**config.mk**
```make
export PLATFORM = sky130hd
export DESIGN_NAME = ppc_sync
export DESIGN_NICKNAME = d
export VERILOG_FILES = /design/src/rtl/ppc_pkg.sv /design/src/rtl/ppc_sync_ch.sv /design/src/rtl/ppc_sync.sv
export SDC_FILE = /design/constraint.sdc
export NUM_CORES = 1
export LEC_CHECK = 0
export ABC_AREA = 1
export BUFFER_PORTS_ARGS = -buffer_cell sky130_fd_sc_hd__buf_4
export CAP_MARGIN = 30
export CORE_MARGIN = 1.5
export CORE_UTILIZATION = 50
export CTS_CLUSTER_SIZE = 16
export DETAILED_ROUTE_END_ITERATION = 6
export HOLD_SLACK_MARGIN = 0.12
export MAX_ROUTING_LAYER = met4
export PLACE_DENSITY_LB_ADDON = 0.3
export SYNTH_ARGS = -nofsm -noshare
export SYNTH_HDL_FRONTEND = slang
export SYNTH_SLANG_ARGS = --single-unit
```
**constraint.sdc**
```tcl
create_clock -name clk -period 6.1 [get_ports clk]
set_input_delay 0.61 -clock clk [delete_from_list [all_inputs] [get_ports clk]]
set_output_delay 0.61 -clock clk [all_outputs]
set_load 0.02 [all_outputs]
```
**src/rtl/ppc_pkg.sv**
```systemverilog
`default_nettype none
// ============================================================================
// Module      : ppc_pkg
// Description : Shared definitions for the per-port pipeline controller:
//               packet FSM state encoding and the FIFO flit entry layout.
// Revision    : 1.0 - initial release
// ============================================================================
package ppc_pkg;

    // Packet FSM state encoding (2-bit, legacy-compatible values)
    typedef logic [1:0] ppc_state_t;

    localparam logic [1:0] PPC_IDLE  = 2'd0;
    localparam logic [1:0] PPC_ROUTE = 2'd1;
    localparam logic [1:0] PPC_FWD   = 2'd2;

    // Default flit width used by the flit entry type below
    localparam int PPC_DW_DEF = 32;

    // One FIFO entry: end-of-packet marker above the flit payload.
    // The channel FIFO stores entries with exactly this {eof, data} layout.
    typedef struct packed {
        logic                  eof;
        logic [PPC_DW_DEF-1:0] data;
    } ppc_flit_t;

endpackage
`default_nettype wire

```
**src/rtl/ppc_sync_ch.sv**
```systemverilog
`default_nettype none
// ============================================================================
// Module      : ppc_sync_ch
// Description : One sub-channel of the pipeline controller: a DEPTH-entry flit
//               FIFO plus a packet FSM that requests a route for each packet
//               head, then forwards flits until the EOF flit leaves.
// Revision    : 1.0 - initial release
// ============================================================================
module ppc_sync_ch #(
    parameter int DW    = 32,
    parameter int DEPTH = 4
) (
    input  logic          clk,
    input  logic          rst,
    // link receiver side
    input  logic          i_in_vld,
    input  logic [DW-1:0] i_in_data,
    input  logic          i_in_eof,
    output logic          o_in_rdy,
    // routing decoder side
    output logic          o_dec_req,
    output logic [DW-1:0] o_dec_hdr,
    input  logic          i_dec_ack,
    // crossbar side
    output logic          o_out_vld,
    output logic [DW-1:0] o_out_data,
    output logic          o_out_eof,
    input  logic          i_out_rdy,
    // status
    output logic          o_eof_done,
    output logic          o_busy
);
    import ppc_pkg::*;

    localparam int             c_PTR_W = $clog2(DEPTH);
    localparam int             c_CNT_W = c_PTR_W + 1;
    localparam logic [c_CNT_W-1:0] c_FULL = c_CNT_W'(DEPTH);

    // FIFO storage: each entry is {eof, data}
    logic [DW:0]          r_mem [DEPTH];
    logic [c_PTR_W-1:0]   r_wptr;
    logic [c_PTR_W-1:0]   r_rptr;
    logic [c_CNT_W-1:0]   r_count;
    ppc_state_t           r_state;

    logic                 w_full;
    logic                 w_empty;
    logic                 w_push;
    logic                 w_pop;
    logic                 w_head_eof;
    logic [DW-1:0]        w_head_data;

    assign w_full      = (r_count == c_FULL);
    assign w_empty     = (r_count == '0);
    assign w_head_data = r_mem[r_rptr][DW-1:0];
    assign w_head_eof  = r_mem[r_rptr][DW];

    // Ready comes from registered occupancy only, so a full FIFO refuses a
    // push even when a pop happens in the same cycle.
    assign o_in_rdy  = ~w_full & ~rst;
    assign w_push    = i_in_vld & o_in_rdy;

    // All outward signalling is held low while reset is asserted.
    assign o_out_vld  = (r_state == PPC_FWD) & ~w_empty & ~rst;
    assign w_pop      = o_out_vld & i_out_rdy;
    assign o_out_data = o_out_vld ? w_head_data : '0;
    assign o_out_eof  = o_out_vld & w_head_eof;

    // The head stays in the FIFO while it is offered to the decoder.
    assign o_dec_req  = (r_state == PPC_ROUTE) & ~rst;
    assign o_dec_hdr  = o_dec_req ? w_head_data : '0;

    assign o_eof_done = w_pop & w_head_eof;
    assign o_busy     = (r_state != PPC_IDLE) & ~rst;

    // Write accepted flits into storage (payload needs no reset)
    always_ff @(posedge clk) begin
        if (w_push) begin
            r_mem[r_wptr] <= {i_in_eof, i_in_data};
        end
    end

    // Pointer and occupancy bookkeeping; pointers wrap modulo DEPTH
    always_ff @(posedge clk) begin
        if (rst) begin
            r_wptr  <= '0;
            r_rptr  <= '0;
            r_count <= '0;
        end else begin
            if (w_push) begin
                r_wptr <= r_wptr + 1'b1;
            end
            if (w_pop) begin
                r_rptr <= r_rptr + 1'b1;
            end
            case ({w_push, w_pop})
                2'b10:   r_count <= r_count + c_CNT_W'(1);
                2'b01:   r_count <= r_count - c_CNT_W'(1);
                default: r_count <= r_count;
            endcase
        end
    end

    // Packet FSM: route the head, forward until EOF leaves, then rearm
    always_ff @(posedge clk) begin
        if (rst) begin
            r_state <= PPC_IDLE;
        end else begin
            case (r_state)
                PPC_IDLE:  if (!w_empty)   r_state <= PPC_ROUTE;
                PPC_ROUTE: if (i_dec_ack)  r_state <= PPC_FWD;
                PPC_FWD:   if (o_eof_done) r_state <= PPC_IDLE;
                default:                   r_state <= PPC_IDLE;
            endcase
        end
    end

endmodule
`default_nettype wire

```
**src/rtl/ppc_sync.sv**
```systemverilog
`default_nettype none
// ============================================================================
// Module      : ppc_sync
// Description : Synchronous per-port pipeline controller for the SDM router
//               input buffer. NCH fully independent sub-channels, each with
//               its own flit FIFO and packet FSM; this level only slices the
//               flat buses onto the channel instances.
// Revision    : 1.0 - initial release
// ============================================================================
module ppc_sync #(
    parameter int NCH   = 4,
    parameter int DW    = 32,
    parameter int DEPTH = 4
) (
    input  logic              clk,
    input  logic              rst,
    input  logic [NCH-1:0]    in_vld,
    input  logic [NCH*DW-1:0] in_data,
    input  logic [NCH-1:0]    in_eof,
    output logic [NCH-1:0]    in_rdy,
    output logic [NCH-1:0]    dec_req,
    output logic [NCH*DW-1:0] dec_hdr,
    input  logic [NCH-1:0]    dec_ack,
    output logic [NCH-1:0]    out_vld,
    output logic [NCH*DW-1:0] out_data,
    output logic [NCH-1:0]    out_eof,
    input  logic [NCH-1:0]    out_rdy,
    output logic [NCH-1:0]    eof_done,
    output logic [NCH-1:0]    busy
);
    import ppc_pkg::*;

    // One self-contained controller per sub-channel; no shared state
    for (genvar g = 0; g < NCH; g++) begin : g_ch
        ppc_sync_ch #(
            .DW    (DW),
            .DEPTH (DEPTH)
        ) u_ch (
            .clk        (clk),
            .rst        (rst),
            .i_in_vld   (in_vld[g]),
            .i_in_data  (in_data[g*DW +: DW]),
            .i_in_eof   (in_eof[g]),
            .o_in_rdy   (in_rdy[g]),
            .o_dec_req  (dec_req[g]),
            .o_dec_hdr  (dec_hdr[g*DW +: DW]),
            .i_dec_ack  (dec_ack[g]),
            .o_out_vld  (out_vld[g]),
            .o_out_data (out_data[g*DW +: DW]),
            .o_out_eof  (out_eof[g]),
            .i_out_rdy  (out_rdy[g]),
            .o_eof_done (eof_done[g]),
            .o_busy     (busy[g])
        );
    end

endmodule
`default_nettype wire

```
Word-level counts from Yosys, hierarchy flattened --
Memories as Yosys holds them, arrays and structs flattened. A register that Yosys moved wholly into a read port is not among the register bits. Cells that the tools add are included.
Operators by class: bitwise logic cells 45, mux-type cells 44, shift operators 0, reductions and logical operators 20, divide/modulo/power cells 0, equal/unequal tests 32, add/sub/neg operators 16, magnitude comparators 0, multipliers 0
Operator list (number):
- $mux W32 | 8
- $mux W2 | 20
- $and A1 B1 Y1 | 36
- $pmux W2 S3 | 4
- $pmux W3 S2 | 4
- $add A2 B1 Y2 const B | 8
- $eq A2 B1 Y1 const B | 8
- $eq A2 B2 Y1 const B | 8
- $ne A2 B2 Y1 const B | 8
- $reduce_bool A2 Y1 | 8
- $add A3 B1 Y3 const B | 4
- $eq A3 B3 Y1 const B | 4
- $logic_not A3 Y1 | 4
- $reduce_and A3 Y1 | 4
- $sub A3 B1 Y3 const B | 4
- $not A1 Y1 | 9
- $logic_not A2 Y1 | 4
- $mux W1 | 8
- $ne A2 B1 Y1 const B | 4
Word-level totals: output and inout bits 280, bits in latches 0, register bits after elaboration 36, memories 4, bits in writable memories 528, bits in read-only memories 0
Memories:
- g_ch[0].u_ch.r_mem | words 4, bits a word 33, read ports 1, clocked after memory_dff 1, wr ports 1, RTL line ppc_sync_ch.sv:40 | logic [DW:0] r_mem [DEPTH];
- g_ch[1].u_ch.r_mem | words 4, bits a word 33, read ports 1, clocked after memory_dff 1, wr ports 1, RTL line ppc_sync_ch.sv:40
- g_ch[2].u_ch.r_mem | words 4, bits a word 33, read ports 1, clocked after memory_dff 1, wr ports 1, RTL line ppc_sync_ch.sv:40
- g_ch[3].u_ch.r_mem | words 4, bits a word 33, read ports 1, clocked after memory_dff 1, wr ports 1, RTL line ppc_sync_ch.sv:40

Logic depth before layout (Yosys ltp) --
depth in word-level cells 8, mapped depth 13, gate-level depth less buffers 13

Cells and area by module --
From an unflattened synthesis, not the netlist that was laid out.
Unflattened totals: cells, all modules 2184, area total of the unflattened synthesis 24501.0 um^2
By module, submodules not included:
- ppc_sync_ch at g_ch[0].u_ch ... | cells each 546, instances 2, area each 6208.5 um^2, sequential area each 4184.0 um^2
- ppc_sync_ch at g_ch[2].u_ch ... | cells each 546, instances 2, area each 6042.0 um^2, sequential area each 4184.0 um^2

Least setup slack after synthesis --
Ideal clock, no wire load.
kind input to register, start input rst, end memory g_ch[0].u_ch.r_mem[0][0] (netlist bit) (enable), data required time 5.677 ns, path buffers 1, arrival 2.442 ns, library setup time 0.423 ns, slack 3.234 ns, cell stages on the path 4, path through buf_6 inv_2 nand3_2 nor2_1
Between the ends: longest elaborated chain between the ends 5
RTL lines:
- from (decl) | RTL line ppc_sync.sv:16 | input logic rst,
- $not A1 Y1 | RTL line ppc_sync_ch.sv:60 | assign o_in_rdy = ~w_full & ~rst;
- $and A1 B1 Y1 | RTL line ppc_sync_ch.sv:60
- $and A1 B1 Y1 | RTL line ppc_sync_ch.sv:61 | assign w_push = i_in_vld & o_in_rdy;
- $mux W1 | RTL line ppc_sync_ch.sv:78 | if (w_push) begin
- $mux W1 (implied by the code) | RTL line ppc_sync_ch.sv:79 | r_mem[r_wptr] <= {i_in_eof, i_in_data};
- to (decl) | RTL line ppc_sync_ch.sv:40
No other way between the ends.

==> reports/results.txt <==
Die Span X = 223.3 um
Total gr overflow = 0
Outcome = finished clean
Dpl hpwl = 34.61 mm
Post-synth cell types = 27
Post-CTS Setup Inserts = 0
Maximum single-stage delay on the critical path = 680 ps
DRT Pass-1 Iters = 5
Pre-CTS setup slack = 2950 ps
Synth Cell Area = 0.02426 mm2
GP Congestion = 0.7751
FILL cells = 3747
Inserted Clock Buffers = 57
GRT Util Overall = 22.28%
Placed cell areas = 0.02768 mm2
Syn_nets = 2372
Via density = 5.108
Worst setup SP type = flop
Critical Path AT = 3120 ps
Slowest cell on crit path = dfxtp_2
Max Fclk = 267.8 MHz
WL per Instance = 17.00 um
Worst Hold Class = in2reg
Fin crit share = 61.21%
Synthesis Warnings = 0
Share of layout cells above drive strength 1 = 22.25%
Worst slew margin = 37.63%
Seq cells post-synth = 572
Num ports = 426
Min cycle time layout = 3734 ps
Clk slew on worst S/H paths = 60 ps
PortBufs = 425
Avg Cell Area, Syn = 11.02 um2
Final ANT Viol Nets = 0
Max Cap Viol = 0
Clock Skew = 15.03 ps
First-pass GRT wire length = 84.23 mm
Most used cell, CP = nor2_1
Largest delay contributor family on the critical path = buffers and inverters
Max VDD drop = 0.2365 mV
CTS tree = done
Post-cts sizing count = 0
Slew Limit Fails = 0
Post-CTS Hold Buffers = 0
CP Data Required Time = 5490 ps
CP Cell Sequence = buf_4 > inv_2 > nor2_1 > nor2_1 > a21oi_1 > nor2_1 > buf_4
Initial Util = 50.71%
Pleak = 11.75 nW
Die H = 223.3 um
Power per cell area = 282.5 mW/mm2
Buf+Inv Stages, Crit Path = 3
Rows = 80
Bufs on Longest Clock Path = 3
Core Area = 0.04785 mm2
Remaining DRCs = 0
Worst slew pin tran = 935.5 ps
DRT iter0 DRCs = 1088
CP endpoint kind = output pin
Mapped Cells = 2202
Critical path class = reg2out
RSZ-0062 raised after global routing = no
Setup TNS = 0 ps
Vias in the first global route = 15800
Final WS setup = 2366 ps
Sequential-to-total area share from yosys stat = 68.98%
Leading cell types in the layout, fill and taps excluded = 544 x nor2_1, 528 x edfxtp_1, 447 x buf_4
Clk_lat worst skew = 600 ps
Antenna violations before repair = 4
Final hold violations = 0
Final net count = 2752
H-tree levels = 2
Sinks on Clock Net = 572
Via Count = 16590
Largest net degree at the start of global routing = 100
CP max FO = 66
Commonest non-fill, non-tap cell in the layout = nor2_1
Root Buffer = clkbuf_16
Area delta synth->final = 21.75%
# setup viols final = 0
Finished Cell Area = 0.02954 mm2
Detailed Route WL = 55.20 mm
Die Footprint = 0.04985 mm2
layer usage:
layer  global-route usage, %  share of wire (%)
met2                   37.45                 50
met3                   4.017                6.0
met5                       -                  0
met1                   27.37                 41
met4                   7.367                2.4
synthesized netlist by cell type (all sizes together):
cell / n / area [um2]
nor2: 564 / 2147
edfxtp: 528 / 15860
o21ai: 268 / 1341
inv: 216 / 810.8
nand2: 212 / 805.8
a21oi: 164 / 832.1
buf: 97 / 774.5
dfxtp: 44 / 880.8
clkbuf: 36 / 150.2
nand3: 28 / 165.2
ha: 20 / 250.2
or2: 8 / 50.05
fa: 4 / 80.08
nand3b: 4 / 30.03
nand4: 4 / 25.02
nor3: 4 / 58.81
clkinv: 1 / 3.750
cell type report:
| class | count | area, um2 | share of cell area, % |
|---|---|---|---|
| diodes | 4 | 10.01 | 0.03389 |
| clock buffers | 72 | 1525 | 5.164 |
| clock inverters | 34 | 297.8 | 1.008 |
| inverters | 217 | 814.5 | 2.758 |
| multi-input cells | 1280 | 5846 | 19.79 |
| flip-flops and latches | 572 | 16740 | 56.68 |
| well taps | 615 | 769.5 | 2.605 |
| repair buffers | 454 | 3533 | 11.96 |
flip-flops by register name, indices dropped and copies added (netlist names), named ones only:
signal	flops
g_ch.u_ch.r_count	12
g_ch.u_ch.r_mem	528
g_ch.u_ch.r_rptr	8
g_ch.u_ch.r_state	8
g_ch.u_ch.r_wptr	8
power by group:
group	switching (mW)	internal, mW	leakage (nW)
clock	1.42	1.98	0.897
combinational	0.339	0.197	5.70
sequential	0.0280	4.39	5.16
kinds of logic (layout without fill, tap and decap cells):
logic type | after synthesis | after routing | share of synthesized area [%]
buffers and inverters | 350 | 777 | 7.169
AND/OR/NAND/NOR | 824 | 824 | 13.53
flip-flops | 572 | 572 | 68.98
adder cells (fa/ha/maj) | 24 | 24 | 1.362
AO/OA/AOI/OAI | 432 | 432 | 8.958
other | 0 | 4 | 0
worst reg2reg max path: cells and delay by family (launching register included):
family / cells / cell delay, ps
buffers and inverters: 2 / 1060
flip-flops: 1 / 680
AND/OR/NAND/NOR: 6 / 660
path summary, 6_finish.rpt:
path | end | depth (start not counted) | startpoint | slack, ps
worst max-delay path | out_data[63] | 7 | flop | 2370
worst min-delay path | g_ch[1].u_ch.r_mem[1][30] | 1 | in_data[62] | 210
worst max register to register | g_ch[1].u_ch.r_state[1] | 8 | flop | 3660
worst min register to register | g_ch[1].u_ch.r_state[0] | 2 | g_ch[1].u_ch.r_state[0] | 490
stage by stage:
| step | power [mW] | utilization, % | hold WS (ps) | instances |
|---|---|---|---|---|
| 2_1_floorplan | 4.786 | - | 458.5 | 2202 |
| 3_3_place_gp | 5.007 | 57.53 | 467.5 | 3131 |
| 3_5_place_dp | 5.033 | 57.85 | 478.3 | 3137 |
| 4_1_cts | 8.415 | 61.66 | 159.5 | 3243 |
| 5_1_grt | 8.611 | 61.73 | 179.0 | 3248 |
| 6_report | 8.344 | 61.73 | 207.4 | 3248 |
Note: power is estimated with default switching activity, not from simulation.
